$ cat src/rtl/frame_parser_param_if.sv
// frame_parser_param_if
//   Byte-stream bus around the frame parser.
//   slave  : parser side (takes din/din_vld, drives the framed output stream)
//   master : feeder/consumer side (drives din/din_vld, observes outputs)
//   Signals: din[7:0], din_vld, dout[7:0], dout_vld, dout_sop, dout_eop,
//            dout_type, err, frame_cnt[CNT_W-1:0]
interface frame_parser_param_if #(
  parameter int CNT_W = 16
);
  logic [7:0]       din;
  logic             din_vld;
  logic [7:0]       dout;
  logic             dout_vld;
  logic             dout_sop;
  logic             dout_eop;
  logic             dout_type;
  logic             err;
  logic [CNT_W-1:0] frame_cnt;

  modport master (
    output din, din_vld,
    input  dout, dout_vld, dout_sop, dout_eop, dout_type, err, frame_cnt
  );

  modport slave (
    input  din, din_vld,
    output dout, dout_vld, dout_sop, dout_eop, dout_type, err, frame_cnt
  );
endinterface

$ cat src/rtl/frame_parser_param.sv
// frame_parser_param
//   Hunts for the 0x55 0xD5 preamble, classifies the frame as control
//   (fixed CTRL_LEN payload) or data (16-bit big-endian length), forwards
//   the payload as a registered byte stream with sop/eop framing, pulses
//   err on an illegal data length and counts completed frames.
//   Ports: clk, rst_n (synchronous, active low), bus (frame_parser_param_if.slave)
//   Build option: FRAME_PARSER_STRIP_FCS_EN -- when defined, trailer bytes
//   are consumed silently and eop lands on the last payload byte; otherwise
//   the trailer is forwarded and eop lands on its last byte.
module frame_parser_param #(
  parameter int CTRL_LEN = 64,
  parameter int FCS_LEN  = 4,
  parameter int MIN_LEN  = 1,
  parameter int MAX_LEN  = 1500,
  parameter int CNT_W    = 16
) (
  input  logic              clk,
  input  logic              rst_n,
  frame_parser_param_if.slave bus
);

`ifdef FRAME_PARSER_STRIP_FCS_EN
  localparam bit STRIP_FCS = 1'b1;
`else
  localparam bit STRIP_FCS = 1'b0;
`endif

  typedef enum logic [2:0] {HUNT, SYNC, TYPE, LEN_H, LEN_L, PAY, FCS} state_t;

  state_t           state, state_nx;
  logic [15:0]      rem;
  logic [3:0]       fcs_rem;
  logic [7:0]       len_hi;
  logic             first;     // next PAY byte is the first of the frame

  logic [7:0]       dout_q;
  logic             vld_q, sop_q, eop_q, type_q, err_q;
  logic [CNT_W-1:0] cnt_q;

  logic             fwd, sop_nx, eop_nx, err_nx;
  logic [15:0]      len_rx;
  int               len_int;
  logic             len_ok;

  // length is only meaningful while sitting in LEN_L
  assign len_rx  = {len_hi, bus.din};
  assign len_int = int'({16'd0, len_rx});
  assign len_ok  = (len_int >= MIN_LEN) && (len_int <= MAX_LEN);

  // state register
  always_ff @(posedge clk) begin
    if (!rst_n) state <= HUNT;
    else        state <= state_nx;
  end

  // next state; every transition is qualified by din_vld
  always_comb begin
    state_nx = state;
    if (bus.din_vld) begin
      case (state)
        HUNT:  if (bus.din == 8'h55) state_nx = SYNC;
        SYNC:  if (bus.din == 8'hD5)      state_nx = TYPE;
               else if (bus.din != 8'h55) state_nx = HUNT;
        TYPE:  if (bus.din == 8'h00)      state_nx = PAY;
               else if (bus.din == 8'hD5) state_nx = LEN_H;
               else                       state_nx = HUNT;
        LEN_H: state_nx = LEN_L;
        LEN_L: state_nx = len_ok ? PAY : HUNT;
        PAY:   if (rem == 16'd1) state_nx = FCS;
        FCS:   if (fcs_rem == 4'd1) state_nx = HUNT;
        default: state_nx = HUNT;
      endcase
    end
  end

  // output decode: next values of the registered output stream
  always_comb begin
    fwd    = 1'b0;
    sop_nx = 1'b0;
    eop_nx = 1'b0;
    err_nx = 1'b0;
    if (bus.din_vld) begin
      case (state)
        LEN_L: err_nx = !len_ok;
        PAY: begin
          fwd    = 1'b1;
          sop_nx = first;
          eop_nx = STRIP_FCS && (rem == 16'd1);
        end
        FCS: begin
          fwd    = !STRIP_FCS;
          eop_nx = !STRIP_FCS && (fcs_rem == 4'd1);
        end
        default: ;
      endcase
    end
  end

  // counters and output registers
  always_ff @(posedge clk) begin
    if (!rst_n) begin
      rem     <= '0;
      fcs_rem <= '0;
      len_hi  <= '0;
      first   <= 1'b0;
      dout_q  <= '0;
      vld_q   <= 1'b0;
      sop_q   <= 1'b0;
      eop_q   <= 1'b0;
      type_q  <= 1'b0;
      err_q   <= 1'b0;
      cnt_q   <= '0;
    end else begin
      vld_q <= fwd;
      sop_q <= sop_nx;
      eop_q <= eop_nx;
      err_q <= err_nx;
      if (fwd)    dout_q <= bus.din;
      if (eop_nx) cnt_q  <= cnt_q + CNT_W'(1);
      if (bus.din_vld) begin
        case (state)
          TYPE: begin
            if (bus.din == 8'h00) begin
              rem    <= 16'(CTRL_LEN);
              type_q <= 1'b0;
              first  <= 1'b1;
            end else if (bus.din == 8'hD5) begin
              type_q <= 1'b1;
            end
          end
          LEN_H: len_hi <= bus.din;
          LEN_L: if (len_ok) begin
            rem   <= len_rx;
            first <= 1'b1;
          end
          PAY: begin
            first <= 1'b0;
            rem   <= rem - 16'd1;
            if (rem == 16'd1) fcs_rem <= 4'(FCS_LEN);
          end
          FCS: fcs_rem <= fcs_rem - 4'd1;
          default: ;
        endcase
      end
    end
  end

  assign bus.dout      = dout_q;
  assign bus.dout_vld  = vld_q;
  assign bus.dout_sop  = sop_q;
  assign bus.dout_eop  = eop_q;
  assign bus.dout_type = type_q;
  assign bus.err       = err_q;
  assign bus.frame_cnt = cnt_q;

endmodule
$ cat src/flat_wrapper.sv
// flat-port wrapper written by rule: the top's interface ports become plain ports
module frame_parser_param_flat 
#(
  parameter int CTRL_LEN = 64,
  parameter int FCS_LEN  = 4,
  parameter int MIN_LEN  = 1,
  parameter int MAX_LEN  = 1500,
  parameter int CNT_W    = 16
)
  (clk, rst_n, bus_din, bus_din_vld, bus_dout, bus_dout_vld, bus_dout_sop, bus_dout_eop, bus_dout_type, bus_err, bus_frame_cnt);
  frame_parser_param_if #(.CNT_W(CNT_W)) bus_i ();
  input  logic clk;
  input  logic rst_n;
  input wire logic [$bits(bus_i.din)-1:0] bus_din;
  input wire logic [$bits(bus_i.din_vld)-1:0] bus_din_vld;
  output wire logic [$bits(bus_i.dout)-1:0] bus_dout;
  output wire logic [$bits(bus_i.dout_vld)-1:0] bus_dout_vld;
  output wire logic [$bits(bus_i.dout_sop)-1:0] bus_dout_sop;
  output wire logic [$bits(bus_i.dout_eop)-1:0] bus_dout_eop;
  output wire logic [$bits(bus_i.dout_type)-1:0] bus_dout_type;
  output wire logic [$bits(bus_i.err)-1:0] bus_err;
  output wire logic [$bits(bus_i.frame_cnt)-1:0] bus_frame_cnt;
  assign bus_i.din = bus_din;
  assign bus_i.din_vld = bus_din_vld;
  assign bus_dout = bus_i.dout;
  assign bus_dout_vld = bus_i.dout_vld;
  assign bus_dout_sop = bus_i.dout_sop;
  assign bus_dout_eop = bus_i.dout_eop;
  assign bus_dout_type = bus_i.dout_type;
  assign bus_err = bus_i.err;
  assign bus_frame_cnt = bus_i.frame_cnt;
  frame_parser_param #(.CTRL_LEN(CTRL_LEN), .FCS_LEN(FCS_LEN), .MIN_LEN(MIN_LEN), .MAX_LEN(MAX_LEN), .CNT_W(CNT_W)) u_core (.clk(clk), .rst_n(rst_n), .bus(bus_i));
endmodule
$ cat config.mk
export PLATFORM = sky130hd
export DESIGN_NAME = frame_parser_param_flat
export DESIGN_NICKNAME = d
export VERILOG_FILES = /design/src/rtl/frame_parser_param_if.sv /design/src/rtl/frame_parser_param.sv /design/src/flat_wrapper.sv
export SDC_FILE = /design/constraint.sdc
export NUM_CORES = 1
export LEC_CHECK = 0
export ABC_AREA = 1
export CORE_MARGIN = 5
export CORE_UTILIZATION = 35
export DETAILED_ROUTE_END_ITERATION = 10
export SLEW_MARGIN = 20
export SYNTH_ARGS = -nofsm -noshare
export SYNTH_HDL_FRONTEND = slang
export SYNTH_SLANG_ARGS = --single-unit
$ cat constraint.sdc
create_clock -name clk -period 4.4 [get_ports clk]
set_input_delay 0.66 -clock clk [delete_from_list [all_inputs] [get_ports clk]]
set_output_delay 0.66 -clock clk [all_outputs]
set_load 0.03 [all_outputs]
==> qor.txt <==
# diodes - 0
Chip width - 109 um
Post-DRT Antenna Nets - 0
Cell taking the most area after synthesis - dfxtp_1
Non-filler cells, final - 697
Final nets - 577
Asr flop ratio synth - 0%
Wire per inst - 13.0 um
Pre-antenna DRT Iters - 4
Synth Flop Type - dfxtp_1
Count leader, synth - nand2_1
Flop and latch count out of synthesis - 61
Post-place setup slack - 1.30 ns
Post-DP HPWL - 6550 um
Area contributors post-synth - dfxtp_1 (36%), nand2_1 (13%), nor2_1 (10%), a21oi_1 (7.3%), nand3_1 (6.0%)
Final GP Congestion - 0.867
Status - complete, no violations
P_leak - 1.67 nW
CP Max Fanout - 21
Vias in the first global route - 3264
TritonCTS buffer count - 9
Post-DP Area - 3870 sq um
First-pass GRT wire length - 15200 um
DRT iter0 DRCs - 202
Slew headroom - 40.4%
Crit Path Class - in2reg
Total die area - 11800 sq um
CP arrival - 3.05 ns
Postcts setup bufs - 0
Initial Util - 35.4%
Hold Vio Cnt, Final - 0
Die Height - 109 um
Vias/cell - 4.92
Post-synth EDFFs - 0
Worst setup SP type - input port
Htree depth - 3
Pwr per Cell Area - 257 nW/um^2
CTS tree - yes
Worst Tran Pin Value - 0.895 ns
RSZ-0062 raised after global routing - no
Setup TNS - 0 ns
Peak VDD IR - 0.119 mV
Yosys warnings - 0
Final instance area - 4040 sq um
IO Count - 40
Critical Path RT - 4.67 ns
CTS Root Cell - clkbuf_8
Initial antenna violation count - 0
Synthesized cell area - 3410 sq um
Core area - 9640 sq um
# clock sinks - 61
Buffers on Ports - 39
HP Class - reg2reg
Max Cap Violations - 0
CTS clk-pin slew, worst paths - 0.07 ns
Mapped Avg Cell Area - 6.46 sq um
Fin. max-slew vios - 0
Pin count of the biggest net entering global routing - 40
Period utilization - 63.0%
Layout area overhead - 18.4%
Post-synth top cells - nand2_1 (119), nor2_1 (93), dfxtp_1 (61)
Syn Nets - 544
Share of cells above drive strength 1 - 4.61%
FP Rows - 36
Share of the synthesized area in the top cell type - 35.8%
Gr usage total - 16.3%
Fillers - 1035
Post-synthesis sequential area ratio - 35.8%
Hold-fix buffer count after cts - 0
Resized cells post-CTS - 0
Final setup violating endpoints - 0
Clock skew - 0.00979 ns
Crit path time final - 2.77 ns
GR Overflow Total - 0
Post-Route WL - 9040 um
Cells after synthesis - 528
Placed cells - 683
Via count - 3428
Fin worst setup slack - 1.63 ns
Distinct cell type count after synthesis - 37
DRC Markers - 0
Worst-skew pair later-pin latency - 0.34 ns
CP Capture Type - register
Bufs on Longest Clock Path - 2
Fmax - 0.361 GHz
-- area by class of cell --
| class | count | area [sq um] | area share, % |
|---|---|---|---|
| multi-input combinational | 393 | 1880 | 46.5 |
| sequential | 61 | 1220 | 30.3 |
| timing repair buffer | 40 | 398 | 9.86 |
| inverter | 56 | 210 | 5.21 |
| tap | 133 | 166 | 4.12 |
| clock buffer | 12 | 155 | 3.84 |
| clock inverter | 2 | 10.0 | 0.248 |
-- cell families after synthesis --
| family | after synthesis | share of synthesized area, % |
|---|---|---|
| compound gates | 93 | 14.8 |
| xor+xnor | 8 | 2.06 |
| simple gates | 287 | 36.4 |
| buf+inv | 74 | 9.14 |
| flops | 61 | 35.8 |
| fa+ha+maj | 5 | 1.84 |
-- state kept, by name, summed over array words and instances, names as in the netlist --
name	cells
u_core.bus.dout_sop	1
u_core.first	1
u_core.state	3
u_core.bus.err	1
u_core.bus.dout_eop	1
u_core.rem	16
u_core.bus.dout_type	1
u_core.bus.dout	8
u_core.bus.frame_cnt	16
u_core.len_hi	8
u_core.fcs_rem	4
u_core.bus.dout_vld	1
-- per-layer routing --
metal / up-vias / part of all wire, % / global-route usage, %
met2: 68 / 45 / 26.5
li1: 1773 / - / -
met4: 0 / 2.9 / 7.30
met1: 1567 / 49 / 21.0
met5: - / 0 / 0
met3: 20 / 3.4 / 3.20
-- worst max-delay path, cell delays in order --
cell and delay [ns]:
clkdlybuf4s50_1 0.51, nor2_1 0.15, nand3_1 0.08, nor2_1 0.17
nand2_1 0.13, o21ai_2 0.72, nand2_2 0.33, nand2_1 0.13
nand2_1 0.05, nor2_1 0.11
-- final timing paths --
path	start	to	slack (ns)	cells past startpoint
max	bus_din[6]	u_core.rem[5]$_SDFFE_PN0P_	1.63	10
min	u_core.first$_SDFFE_PN0P_	u_core.bus.dout_sop$_SDFF_PN0_	0.45	2
max reg2reg	u_core.state[1]$_SDFFE_PN0P_	u_core.rem[5]$_SDFFE_PN0P_	2.07	8
min reg2reg	u_core.first$_SDFFE_PN0P_	u_core.bus.dout_sop$_SDFF_PN0_	0.45	2
-- stage by stage --
| step | total power, mW | hold slack, ns | utilization, % |
|---|---|---|---|
| after floorplan | 0.584 | 0.423 | - |
| after CTS | 1.05 | 0.456 | 41.9 |
| after global placement | 0.603 | 0.444 | 40.2 |
| final | 1.04 | 0.454 | 41.9 |
| after detailed placement | 0.604 | 0.446 | 40.2 |
| after global routing | 1.07 | 0.483 | 41.9 |
-- cell usage in the layout (no fill, tap or decap), types with 3 or more instances in the layout --
cell type | netlist | routed
clkdlybuf4s50_1 | 0 | 39
inv_1 | 53 | 53
nor3b_1 | 3 | 3
nand3b_1 | 4 | 4
nand4_1 | 9 | 9
dfxtp_1 | 61 | 61
nor3_1 | 10 | 10
o21ai_0 | 31 | 31
clkbuf_8 | 0 | 11
inv_2 | 3 | 3
a21oi_1 | 50 | 50
nand3_1 | 41 | 41
ha_1 | 5 | 5
nor2_1 | 93 | 93
nand2_1 | 119 | 119
xor2_1 | 6 | 6
-- report_power, final --
group	switching [mW]	internal [mW]	leakage [nW]	total [mW]
logic	0.0260	0.0133	1.09	0.0394
clock network	0.217	0.227	0.0881	0.445
registers	0.0000850	0.552	0.491	0.552
No activity file was read; power rests on OpenSTA's default activity.
